File: src/rtl/ctrl_mem_arbiter_if.sv
// Bundles the host and controller request/response channels, the controller lock
// and the single BRAM port shared by ctrl_mem_arbiter.
interface ctrl_mem_arbiter_if #(
  parameter int MEM_ADDR_WIDTH = 9
);
  logic                      host_req_valid;
  logic                      host_req_ready;
  logic                      host_req_we;
  logic [MEM_ADDR_WIDTH-1:0] host_req_addr;
  logic [63:0]               host_req_wdata;
  logic                      host_rsp_valid;
  logic [63:0]               host_rsp_rdata;

  logic                      ctrl_req_valid;
  logic                      ctrl_req_ready;
  logic                      ctrl_req_we;
  logic [MEM_ADDR_WIDTH-1:0] ctrl_req_addr;
  logic [63:0]               ctrl_req_wdata;
  logic                      ctrl_rsp_valid;
  logic [63:0]               ctrl_rsp_rdata;
  logic                      ctrl_lock;

  logic                      mem_we;
  logic [MEM_ADDR_WIDTH-1:0] mem_addr;
  logic [63:0]               mem_din;
  logic [63:0]               mem_dout;

  // Arbiter side.
  modport slave (
    input  host_req_valid, host_req_we, host_req_addr, host_req_wdata,
    output host_req_ready, host_rsp_valid, host_rsp_rdata,
    input  ctrl_req_valid, ctrl_req_we, ctrl_req_addr, ctrl_req_wdata, ctrl_lock,
    output ctrl_req_ready, ctrl_rsp_valid, ctrl_rsp_rdata,
    output mem_we, mem_addr, mem_din,
    input  mem_dout
  );

  // Requester and memory side.
  modport master (
    output host_req_valid, host_req_we, host_req_addr, host_req_wdata,
    input  host_req_ready, host_rsp_valid, host_rsp_rdata,
    output ctrl_req_valid, ctrl_req_we, ctrl_req_addr, ctrl_req_wdata, ctrl_lock,
    input  ctrl_req_ready, ctrl_rsp_valid, ctrl_rsp_rdata,
    input  mem_we, mem_addr, mem_din,
    output mem_dout
  );
endinterface

File: src/rtl/ctrl_mem_arbiter.sv
// Round-robin arbiter sharing one 64-bit control-memory port between host and controller.
// Optional counters stat_conflicts/stat_host_stall are built when CTRL_MEM_ARB_STATS_EN is defined.
module ctrl_mem_arbiter #(
  parameter int MEM_ADDR_WIDTH   = 9,
  parameter int MEM_READ_LATENCY = 2
) (
  input  logic               clk,
  input  logic               rst,
  ctrl_mem_arbiter_if.slave  bus
`ifdef CTRL_MEM_ARB_STATS_EN
  ,
  output logic [31:0]        stat_conflicts,
  output logic [31:0]        stat_host_stall
`endif
);

  localparam logic [0:0] REQ_HOST = 1'b0;
  localparam logic [0:0] REQ_CTRL = 1'b1;
  localparam int         TAG_W    = 2;

  logic [0:0]                rr_last_q, rr_last_d;
  logic                      grant_host, grant_ctrl;
  logic                      accept_read;
  logic [MEM_ADDR_WIDTH-1:0] mem_addr_q, mem_addr_d;
  logic [63:0]               mem_din_q, mem_din_d;

  // Tag word: bit 1 = read in flight, bit 0 = requester.
  logic [TAG_W-1:0]          tag_in;
  logic [TAG_W-1:0]          tag_q [MEM_READ_LATENCY];
  logic [TAG_W-1:0]          tag_d [MEM_READ_LATENCY];
  logic [TAG_W-1:0]          tag_out;

  logic                      host_rsp_valid_q, host_rsp_valid_d;
  logic                      ctrl_rsp_valid_q, ctrl_rsp_valid_d;
  logic [63:0]               host_rsp_rdata_q, host_rsp_rdata_d;
  logic [63:0]               ctrl_rsp_rdata_q, ctrl_rsp_rdata_d;

  // Grant is purely combinational; the lock overrides round-robin the cycle it rises.
  always_comb begin
    grant_host = 1'b0;
    grant_ctrl = 1'b0;
    if (!rst) begin
      if (bus.ctrl_lock) begin
        grant_ctrl = bus.ctrl_req_valid;
      end else if (bus.host_req_valid && bus.ctrl_req_valid) begin
        grant_host = (rr_last_q != REQ_HOST);
        grant_ctrl = (rr_last_q == REQ_HOST);
      end else begin
        grant_host = bus.host_req_valid;
        grant_ctrl = bus.ctrl_req_valid;
      end
    end
  end

  always_comb begin
    rr_last_d   = rr_last_q;
    mem_addr_d  = mem_addr_q;
    mem_din_d   = mem_din_q;
    accept_read = 1'b0;
    tag_in      = '0;
    if (grant_host) begin
      rr_last_d   = REQ_HOST;
      mem_addr_d  = bus.host_req_addr;
      mem_din_d   = bus.host_req_wdata;
      accept_read = !bus.host_req_we;
      tag_in      = {!bus.host_req_we, REQ_HOST};
    end else if (grant_ctrl) begin
      rr_last_d   = REQ_CTRL;
      mem_addr_d  = bus.ctrl_req_addr;
      mem_din_d   = bus.ctrl_req_wdata;
      accept_read = !bus.ctrl_req_we;
      tag_in      = {!bus.ctrl_req_we, REQ_CTRL};
    end
  end

  assign bus.host_req_ready = grant_host;
  assign bus.ctrl_req_ready = grant_ctrl;
  assign bus.mem_we   = (grant_host && bus.host_req_we) || (grant_ctrl && bus.ctrl_req_we);
  assign bus.mem_addr = rst ? '0 : mem_addr_d;
  assign bus.mem_din  = rst ? '0 : mem_din_d;

  always_ff @(posedge clk) begin
    if (rst) begin
      rr_last_q  <= REQ_CTRL;
      mem_addr_q <= '0;
      mem_din_q  <= '0;
    end else begin
      rr_last_q  <= rr_last_d;
      mem_addr_q <= mem_addr_d;
      mem_din_q  <= mem_din_d;
    end
  end

  // Tag shift register tracks each accepted read until its BRAM data is valid.
  genvar gi;
  generate
    for (gi = 0; gi < MEM_READ_LATENCY; gi++) begin : g_tag
      if (gi == 0) begin : g_head
        assign tag_d[gi] = tag_in;
      end else begin : g_body
        assign tag_d[gi] = tag_q[gi-1];
      end
    end
  endgenerate

  always_ff @(posedge clk) begin
    if (rst) begin
      for (int i = 0; i < MEM_READ_LATENCY; i++) begin
        tag_q[i] <= '0;
      end
    end else begin
      tag_q <= tag_d;
    end
  end

  assign tag_out = tag_q[MEM_READ_LATENCY-1];

  always_comb begin
    host_rsp_valid_d = tag_out[1] && (tag_out[0] == REQ_HOST);
    ctrl_rsp_valid_d = tag_out[1] && (tag_out[0] == REQ_CTRL);
    host_rsp_rdata_d = host_rsp_valid_d ? bus.mem_dout : host_rsp_rdata_q;
    ctrl_rsp_rdata_d = ctrl_rsp_valid_d ? bus.mem_dout : ctrl_rsp_rdata_q;
  end

  always_ff @(posedge clk) begin
    if (rst) begin
      host_rsp_valid_q <= 1'b0;
      ctrl_rsp_valid_q <= 1'b0;
      host_rsp_rdata_q <= '0;
      ctrl_rsp_rdata_q <= '0;
    end else begin
      host_rsp_valid_q <= host_rsp_valid_d;
      ctrl_rsp_valid_q <= ctrl_rsp_valid_d;
      host_rsp_rdata_q <= host_rsp_rdata_d;
      ctrl_rsp_rdata_q <= ctrl_rsp_rdata_d;
    end
  end

  // Responses already in the output register are suppressed while reset is held.
  assign bus.host_rsp_valid = host_rsp_valid_q && !rst;
  assign bus.ctrl_rsp_valid = ctrl_rsp_valid_q && !rst;
  assign bus.host_rsp_rdata = rst ? '0 : host_rsp_rdata_q;
  assign bus.ctrl_rsp_rdata = rst ? '0 : ctrl_rsp_rdata_q;

`ifdef CTRL_MEM_ARB_STATS_EN
  logic [31:0] stat_conflicts_q, stat_conflicts_d;
  logic [31:0] stat_host_stall_q, stat_host_stall_d;

  always_comb begin
    stat_conflicts_d  = stat_conflicts_q;
    stat_host_stall_d = stat_host_stall_q;
    if (bus.host_req_valid && bus.ctrl_req_valid && (stat_conflicts_q != 32'hFFFF_FFFF)) begin
      stat_conflicts_d = stat_conflicts_q + 32'd1;
    end
    if (bus.host_req_valid && !grant_host && (stat_host_stall_q != 32'hFFFF_FFFF)) begin
      stat_host_stall_d = stat_host_stall_q + 32'd1;
    end
  end

  always_ff @(posedge clk) begin
    if (rst) begin
      stat_conflicts_q  <= '0;
      stat_host_stall_q <= '0;
    end else begin
      stat_conflicts_q  <= stat_conflicts_d;
      stat_host_stall_q <= stat_host_stall_d;
    end
  end

  assign stat_conflicts  = stat_conflicts_q;
  assign stat_host_stall = stat_host_stall_q;
`endif

endmodule

File: src/flat_wrapper.sv
// flat-port wrapper written by rule: the top's interface ports become plain ports
module ctrl_mem_arbiter_flat 
#(
  parameter int MEM_ADDR_WIDTH   = 9,
  parameter int MEM_READ_LATENCY = 2
)
  (clk, rst, bus_host_req_valid, bus_host_req_we, bus_host_req_addr, bus_host_req_wdata, bus_host_req_ready, bus_host_rsp_valid, bus_host_rsp_rdata, bus_ctrl_req_valid, bus_ctrl_req_we, bus_ctrl_req_addr, bus_ctrl_req_wdata, bus_ctrl_lock, bus_ctrl_req_ready, bus_ctrl_rsp_valid, bus_ctrl_rsp_rdata, bus_mem_we, bus_mem_addr, bus_mem_din, bus_mem_dout);
  ctrl_mem_arbiter_if #(.MEM_ADDR_WIDTH(MEM_ADDR_WIDTH)) bus_i ();
  input  logic clk;
  input  logic rst;
  input wire logic [$bits(bus_i.host_req_valid)-1:0] bus_host_req_valid;
  input wire logic [$bits(bus_i.host_req_we)-1:0] bus_host_req_we;
  input wire logic [$bits(bus_i.host_req_addr)-1:0] bus_host_req_addr;
  input wire logic [$bits(bus_i.host_req_wdata)-1:0] bus_host_req_wdata;
  output wire logic [$bits(bus_i.host_req_ready)-1:0] bus_host_req_ready;
  output wire logic [$bits(bus_i.host_rsp_valid)-1:0] bus_host_rsp_valid;
  output wire logic [$bits(bus_i.host_rsp_rdata)-1:0] bus_host_rsp_rdata;
  input wire logic [$bits(bus_i.ctrl_req_valid)-1:0] bus_ctrl_req_valid;
  input wire logic [$bits(bus_i.ctrl_req_we)-1:0] bus_ctrl_req_we;
  input wire logic [$bits(bus_i.ctrl_req_addr)-1:0] bus_ctrl_req_addr;
  input wire logic [$bits(bus_i.ctrl_req_wdata)-1:0] bus_ctrl_req_wdata;
  input wire logic [$bits(bus_i.ctrl_lock)-1:0] bus_ctrl_lock;
  output wire logic [$bits(bus_i.ctrl_req_ready)-1:0] bus_ctrl_req_ready;
  output wire logic [$bits(bus_i.ctrl_rsp_valid)-1:0] bus_ctrl_rsp_valid;
  output wire logic [$bits(bus_i.ctrl_rsp_rdata)-1:0] bus_ctrl_rsp_rdata;
  output wire logic [$bits(bus_i.mem_we)-1:0] bus_mem_we;
  output wire logic [$bits(bus_i.mem_addr)-1:0] bus_mem_addr;
  output wire logic [$bits(bus_i.mem_din)-1:0] bus_mem_din;
  input wire logic [$bits(bus_i.mem_dout)-1:0] bus_mem_dout;
  assign bus_i.host_req_valid = bus_host_req_valid;
  assign bus_i.host_req_we = bus_host_req_we;
  assign bus_i.host_req_addr = bus_host_req_addr;
  assign bus_i.host_req_wdata = bus_host_req_wdata;
  assign bus_host_req_ready = bus_i.host_req_ready;
  assign bus_host_rsp_valid = bus_i.host_rsp_valid;
  assign bus_host_rsp_rdata = bus_i.host_rsp_rdata;
  assign bus_i.ctrl_req_valid = bus_ctrl_req_valid;
  assign bus_i.ctrl_req_we = bus_ctrl_req_we;
  assign bus_i.ctrl_req_addr = bus_ctrl_req_addr;
  assign bus_i.ctrl_req_wdata = bus_ctrl_req_wdata;
  assign bus_i.ctrl_lock = bus_ctrl_lock;
  assign bus_ctrl_req_ready = bus_i.ctrl_req_ready;
  assign bus_ctrl_rsp_valid = bus_i.ctrl_rsp_valid;
  assign bus_ctrl_rsp_rdata = bus_i.ctrl_rsp_rdata;
  assign bus_mem_we = bus_i.mem_we;
  assign bus_mem_addr = bus_i.mem_addr;
  assign bus_mem_din = bus_i.mem_din;
  assign bus_i.mem_dout = bus_mem_dout;
  ctrl_mem_arbiter #(.MEM_ADDR_WIDTH(MEM_ADDR_WIDTH), .MEM_READ_LATENCY(MEM_READ_LATENCY)) u_core (.clk(clk), .rst(rst), .bus(bus_i));
endmodule
File: config.mk
export PLATFORM = sky130hd
export DESIGN_NAME = ctrl_mem_arbiter_flat
export DESIGN_NICKNAME = d
export VERILOG_FILES = /design/src/rtl/ctrl_mem_arbiter_if.sv /design/src/rtl/ctrl_mem_arbiter.sv /design/src/flat_wrapper.sv
export SDC_FILE = /design/constraint.sdc
export NUM_CORES = 1
export LEC_CHECK = 0
export BUFFER_PORTS_ARGS = -buffer_cell sky130_fd_sc_hd__buf_2
export CAP_MARGIN = 20
export CORE_AREA = 3 3 163 165
export DETAILED_ROUTE_END_ITERATION = 7
export DIE_AREA = 0 0 166 168
export PLACE_DENSITY = 0.68
export SYNTH_ARGS = -nofsm -noshare
export SYNTH_HDL_FRONTEND = slang
export SYNTH_SLANG_ARGS = --single-unit
File: constraint.sdc
create_clock -name clk -period 2.05 [get_ports clk]
set_clock_uncertainty 0.15 [all_clocks]
set_input_delay 0.1025 -clock clk [delete_from_list [all_inputs] [get_ports clk]]
set_output_delay 0.1025 -clock clk [all_outputs]
set_load 0.005 [all_outputs]
# Word level (Yosys, flattened, before mapping)
# Cells that the tools add are included.
[totals] register_bits=208 latchBits=0 ramBits=0 rom_bits=0 in_bits=217 output_inout_bits=206 elab_cells=43 mem_count=0
[classes] addsub=0 mul=0 div_mod_pow=0 magnitude_cmp=0 n_eq_ne=0 n_shift=0 mux=18 bitwise_logic=2 reduce_logical=13
[op_table] op="$mux W64" n=5
[op_table] op="$mux W9" n=3
[op_table] op="$mux W1" n=8
[op_table] op="$logic_and A1 B1 Y1" n=7
[op_table] op="$mux W2" n=2
[op_table] op="$logic_not A1 Y1" n=3
[op_table] op="$not A1 Y1" n=2
[op_table] op="$reduce_bool A2 Y1" n=1
[op_table] op="$reduce_or A2 Y1" n=1
[op_table] op="$logic_or A1 B1 Y1" n=1

# Longest topological paths before layout
[depth] word_depth=7 mapped_depth=6 mapped_depth_nobuf=3

# Worst setup path before layout
# OpenSTA, ideal clock, no wires.
[synth_timing] kind="register to register" from="register u_core.rr_last_q" to="register u_core.mem_din_q[61]" arrival_ps=1271 required_time_ps=1766 slack_ps=495 stages_incl_launch_ff=7 synth_period_minus_slack_ps=1555 cell_sequence="dfxtp_1 > nand3b_1 > and3b_1 > clkbuf_2 > buf_6 > buf_6 > a221o_1"
[synth_via] elab_chain_len=7
[synth_rtl] element="start, declared" line_no="ctrl_mem_arbiter.sv:21" text="logic [0:0] rr_last_q, rr_last_d;"
[synth_rtl] element="start signal, assigned" line_no="ctrl_mem_arbiter.sv:88" text="rr_last_q <= rr_last_d;"
[synth_rtl] element="$not A1 Y1" line_no="ctrl_mem_arbiter.sv:47" text="grant_ctrl = (rr_last_q == REQ_HOST);"
[synth_rtl] element="$mux W1" line_no="ctrl_mem_arbiter.sv:45" text="end else if (bus.host_req_valid && bus.ctrl_req_valid) begin"
[synth_rtl] element="$mux W1" line_no="ctrl_mem_arbiter.sv:43" text="if (bus.ctrl_lock) begin"
[synth_rtl] element="$mux W1" line_no="ctrl_mem_arbiter.sv:42" text="if (!rst) begin"
[synth_rtl] element="$mux W64" line_no="ctrl_mem_arbiter.sv:67" text="end else if (grant_ctrl) begin"
[synth_rtl] element="$mux W64 (*)" line_no="ctrl_mem_arbiter.sv:61" text="if (grant_host) begin"
[synth_rtl] element="$mux W64 (*)"
[synth_rtl] element="named net bus_mem_din[61]" line_no="flat_wrapper.sv:28" text="output wire logic [$bits(bus_i.mem_din)-1:0] bus_mem_din;"
[synth_rtl] element="end signal, assigned" line_no="ctrl_mem_arbiter.sv:90" text="mem_din_q <= mem_din_d;"
[synth_rtl] element="end, declared" line_no="ctrl_mem_arbiter.sv:25" text="logic [63:0] mem_din_q, mem_din_d;"
# Mark *: on every way through the listed nets, which the timed path passes. The rest lies on a longest branch.
# A chain may end at the register's enable or synchronous reset.

# Final worst setup path
[layout_timing] from="register u_core.rr_last_q" to="output port bus_mem_din[38]"
[layout_via] elab_chain_len=7
[layout_rtl] element="$not A1 Y1" line_no="ctrl_mem_arbiter.sv:47"
[layout_rtl] element="$mux W1" line_no="ctrl_mem_arbiter.sv:45"
[layout_rtl] element="$mux W1" line_no="ctrl_mem_arbiter.sv:43"
[layout_rtl] element="$mux W1" line_no="ctrl_mem_arbiter.sv:42"
[layout_rtl] element="$mux W64" line_no="ctrl_mem_arbiter.sv:67"
[layout_rtl] element="$mux W64 (*)" line_no="ctrl_mem_arbiter.sv:61"
[layout_rtl] element="$mux W64 (*)"
[layout_rtl] element="end, declared" line_no="flat_wrapper.sv:28"
# Mark *: on every way between the ends. The rest lies on a longest branch, timed or not.

==> results.json <==
{
  "avgSynthCellArea_um2": 11.2,
  "final_area_mm2": 0.0138,
  "gp_congestion": 0.875,
  "wirelength_mm": 34.0,
  "grt_pass1_vias": 8872,
  "clock-sinks": 208,
  "die_area_mm2": 0.0279,
  "p_sw_frac": 0.239,
  "dr_total_vias": 8838,
  "combPwrFrac": 0.154,
  "path_cells": "nand3b_1, and3b_4, clkbuf_16, a221o_1, buf_2",
  "numPortBuffers": 422,
  "path_max_fanout": 23,
  "ir_drop_uv": 497,
  "placeableCoreArea_mm2": 0.0252,
  "p_leak_nw": 6.54,
  "slew_viol_final": 0,
  "clockRootBuffer": "clkbuf_16",
  "clock_path_buffers": 3,
  "final_common_cell": "buf_2",
  "num-fill-cells": 2045,
  "register_area_mm2": 0.00417,
  "synthCells": 714,
  "antenna_found_initial": 1,
  "hold_viol": 0,
  "crit_slowest_cell": "a221o_1",
  "crit_path_start_kind": "flop",
  "path_class": "flop to output pin",
  "cts_tree": "yes",
  "antenna_left": 0,
  "switchingPower_w": 0.00234,
  "path_clk_slew_ns": 0.06,
  "relSlewSlack": 0.571,
  "holdPathStages": 3,
  "synth.yosys.seq_area_share": 0.522,
  "grt_pass1_wl_mm": 49.4,
  "vias_per_cell": 5.25,
  "multi_input_area_mm2": 0.00360,
  "violations": "negative setup slack",
  "ys_warn_count": 0,
  "power_w": 0.00980,
  "finalSetupViolations": 82,
  "nets": 1556,
  "min_to": "u_core.mem_addr_q[4]",
  "place_ws_ns": 0.286,
  "cp.arrival_ns": 2.01,
  "layout-drive-gt1-share": 0.378,
  "most-common-layout-cells": "buf_2, dlygate4sd3_1, dfxtp_1",
  "cp-end-kind": "output pin",
  "final.period_utilization": 1.10,
  "hold_start": "rst",
  "grt_usage": 0.214,
  "die_h_um": 168,
  "powerDensity_mw_per_mm2": 708,
  "timing.fmax_mhz": 442,
  "hold_class": "input port to flop",
  "worst_pin_slew_ns": 0.643,
  "clk_latency_ns": 0.49,
  "drc_errors": 0,
  "layout.cells.non_filler": 1685,
  "drv_cap": 0,
  "netlist-cell-type-count": 19,
  "syn_nets": 931,
  "worstReg2RegEnd": "u_core.mem_din_q[14]",
  "cp_data_required_time_ns": 1.80,
  "place_hpwl_mm": 19.4,
  "r2r_cells": 5,
  "start_util": 0.317,
  "timing.rr.start": "u_core.rr_last_q",
  "avgRoutedWirePerCell_um": 20.2,
  "cts_buffers": 22,
  "synth-seq-cells": 208,
  "die_w_um": 166,
  "area.growth.synth_to_final_pct": 73.6,
  "seqPwrFrac": 0.437,
  "cp_slowest_stage_delay_ns": 0.36,
  "outcome": "finished, violations left",
  "r2r_slack_ns": -0.11,
  "drt_iter0_drc": 873,
  "placedCellCount": 1397,
  "rows": 58,
  "post-route-util": 0.550,
  "setup_ws_ns": -0.210,
  "place_area_mm2": 0.0104,
  "period_minus_slack_ns": 2.26,
  "synth.cell_area_mm2": 0.00797,
  "h-tree-depth": 1,
  "grt_max_degree": 90,
  "pwr-share-clk": 0.409,
  "power.internal_w": 0.00746,
  "dr.pass1.iters": 5,
  "grt.overflow.total": 0,
  "rsz0062_at_grt": "yes",
  "pin_count": 423
}
synth_stat cells (all sizes together):
cell	count	area [um^2]
and3b	2	17.5
nand3b	1	7.51
nor2	2	7.51
nand2b	2	12.5
nor4b	73	639
nand2	1	3.75
o21ai	1	5.00
buf	41	226
clkbuf	43	163
nor3b	1	12.5
inv	2	7.51
a22o	2	17.5
a221o	73	731
o22a	128	1120
nor2b	134	838
dfxtp	208	4160
cells by family after synthesis:
kind of cell,count (synthesis),share of synthesized area
AND/OR/NAND/NOR,216,0.193
flip-flops,208,0.522
AO/OA/AOI/OAI,204,0.235
buffers and inverters,86,0.0497
through the flow:
stage	hold WS [ns]	TNS, ns
final	0.0315	-9.27
after detailed placement	0.198	0
after global routing	0.0384	-13.03
after CTS	0.00831	-8.09
after global placement	0.195	0
after floorplan	0.0937	0
power groups by stage:
| stage | sequential (W) | clock [W] | combinational (W) |
|---|---|---|---|
| floorplan | 0.00434 | 0 | 0.000468 |
| global route | 0.00429 | 0.00425 | 0.00159 |
| CTS | 0.00427 | 0.00408 | 0.00137 |
| detailed placement | 0.00435 | 0 | 0.000990 |
| global placement | 0.00435 | 0 | 0.000981 |
| finish | 0.00428 | 0.00401 | 0.00151 |
registers in the layout, summed over array words and instances (netlist names):
register and cells:
u_core.ctrl_rsp_rdata_q 64, u_core.host_rsp_rdata_q 64, u_core.mem_din_q 64, u_core.mem_addr_q 9, u_core.tag_d 2, u_core.tag_out 2, u_core.ctrl_rsp_valid_q 1, u_core.host_rsp_valid_q 1
u_core.rr_last_q 1
how the worst max path moves through the flow:
stage | slack (ns) | startpoint | to | cells past startpoint
floorplan | 0.50 | u_core.rr_last_q | u_core.mem_din_q[61] | 6
global placement | 0.30 | u_core.rr_last_q | bus_mem_din[28] | 5
detailed placement | 0.29 | u_core.rr_last_q | bus_mem_din[28] | 5
CTS | -0.17 | u_core.rr_last_q | bus_mem_din[20] | 5
global route | -0.24 | u_core.rr_last_q | bus_mem_din[18] | 5
finish | -0.21 | u_core.rr_last_q | bus_mem_din[38] | 5
worst max-delay path, delay by kind of cell (launching register included):
| kind | cells | cell delay, ns |
|---|---|---|
| flip-flops | 1 | 0.34 |
| buffers and inverters | 2 | 0.41 |
| AO/OA/AOI/OAI | 1 | 0.36 |
| AND/OR/NAND/NOR | 2 | 0.40 |
cell type report:
cell class	instances	area share
inverters	2	0.000542
well taps	330	0.0298
clock inverters	6	0.00425
multi-input cells	421	0.260
diodes	2	0.000362
flip-flops and latches	208	0.301
clock buffers	32	0.0484
repair buffers	684	0.356
what timing repair did:
action | 4_1_cts | 5_1_grt
endpoints found under the hold margin | 207 | 16
hold buffers | 219 | 16
setup buffers | 5 | 3
endpoints found under the setup margin | 74 | 101
gates cloned | 2 | 4
pin swaps | 4 | 13
gates resized for setup | 7 | 50
metal layers:
layer / global-route usage / wire length (um)
met4: 0.112 / 1980
met1: 0.251 / 12800
met5: 0 / 0
met2: 0.368 / 16300
met3: 0.0470 / 2860
No activity file was read; power rests on OpenSTA's default activity.
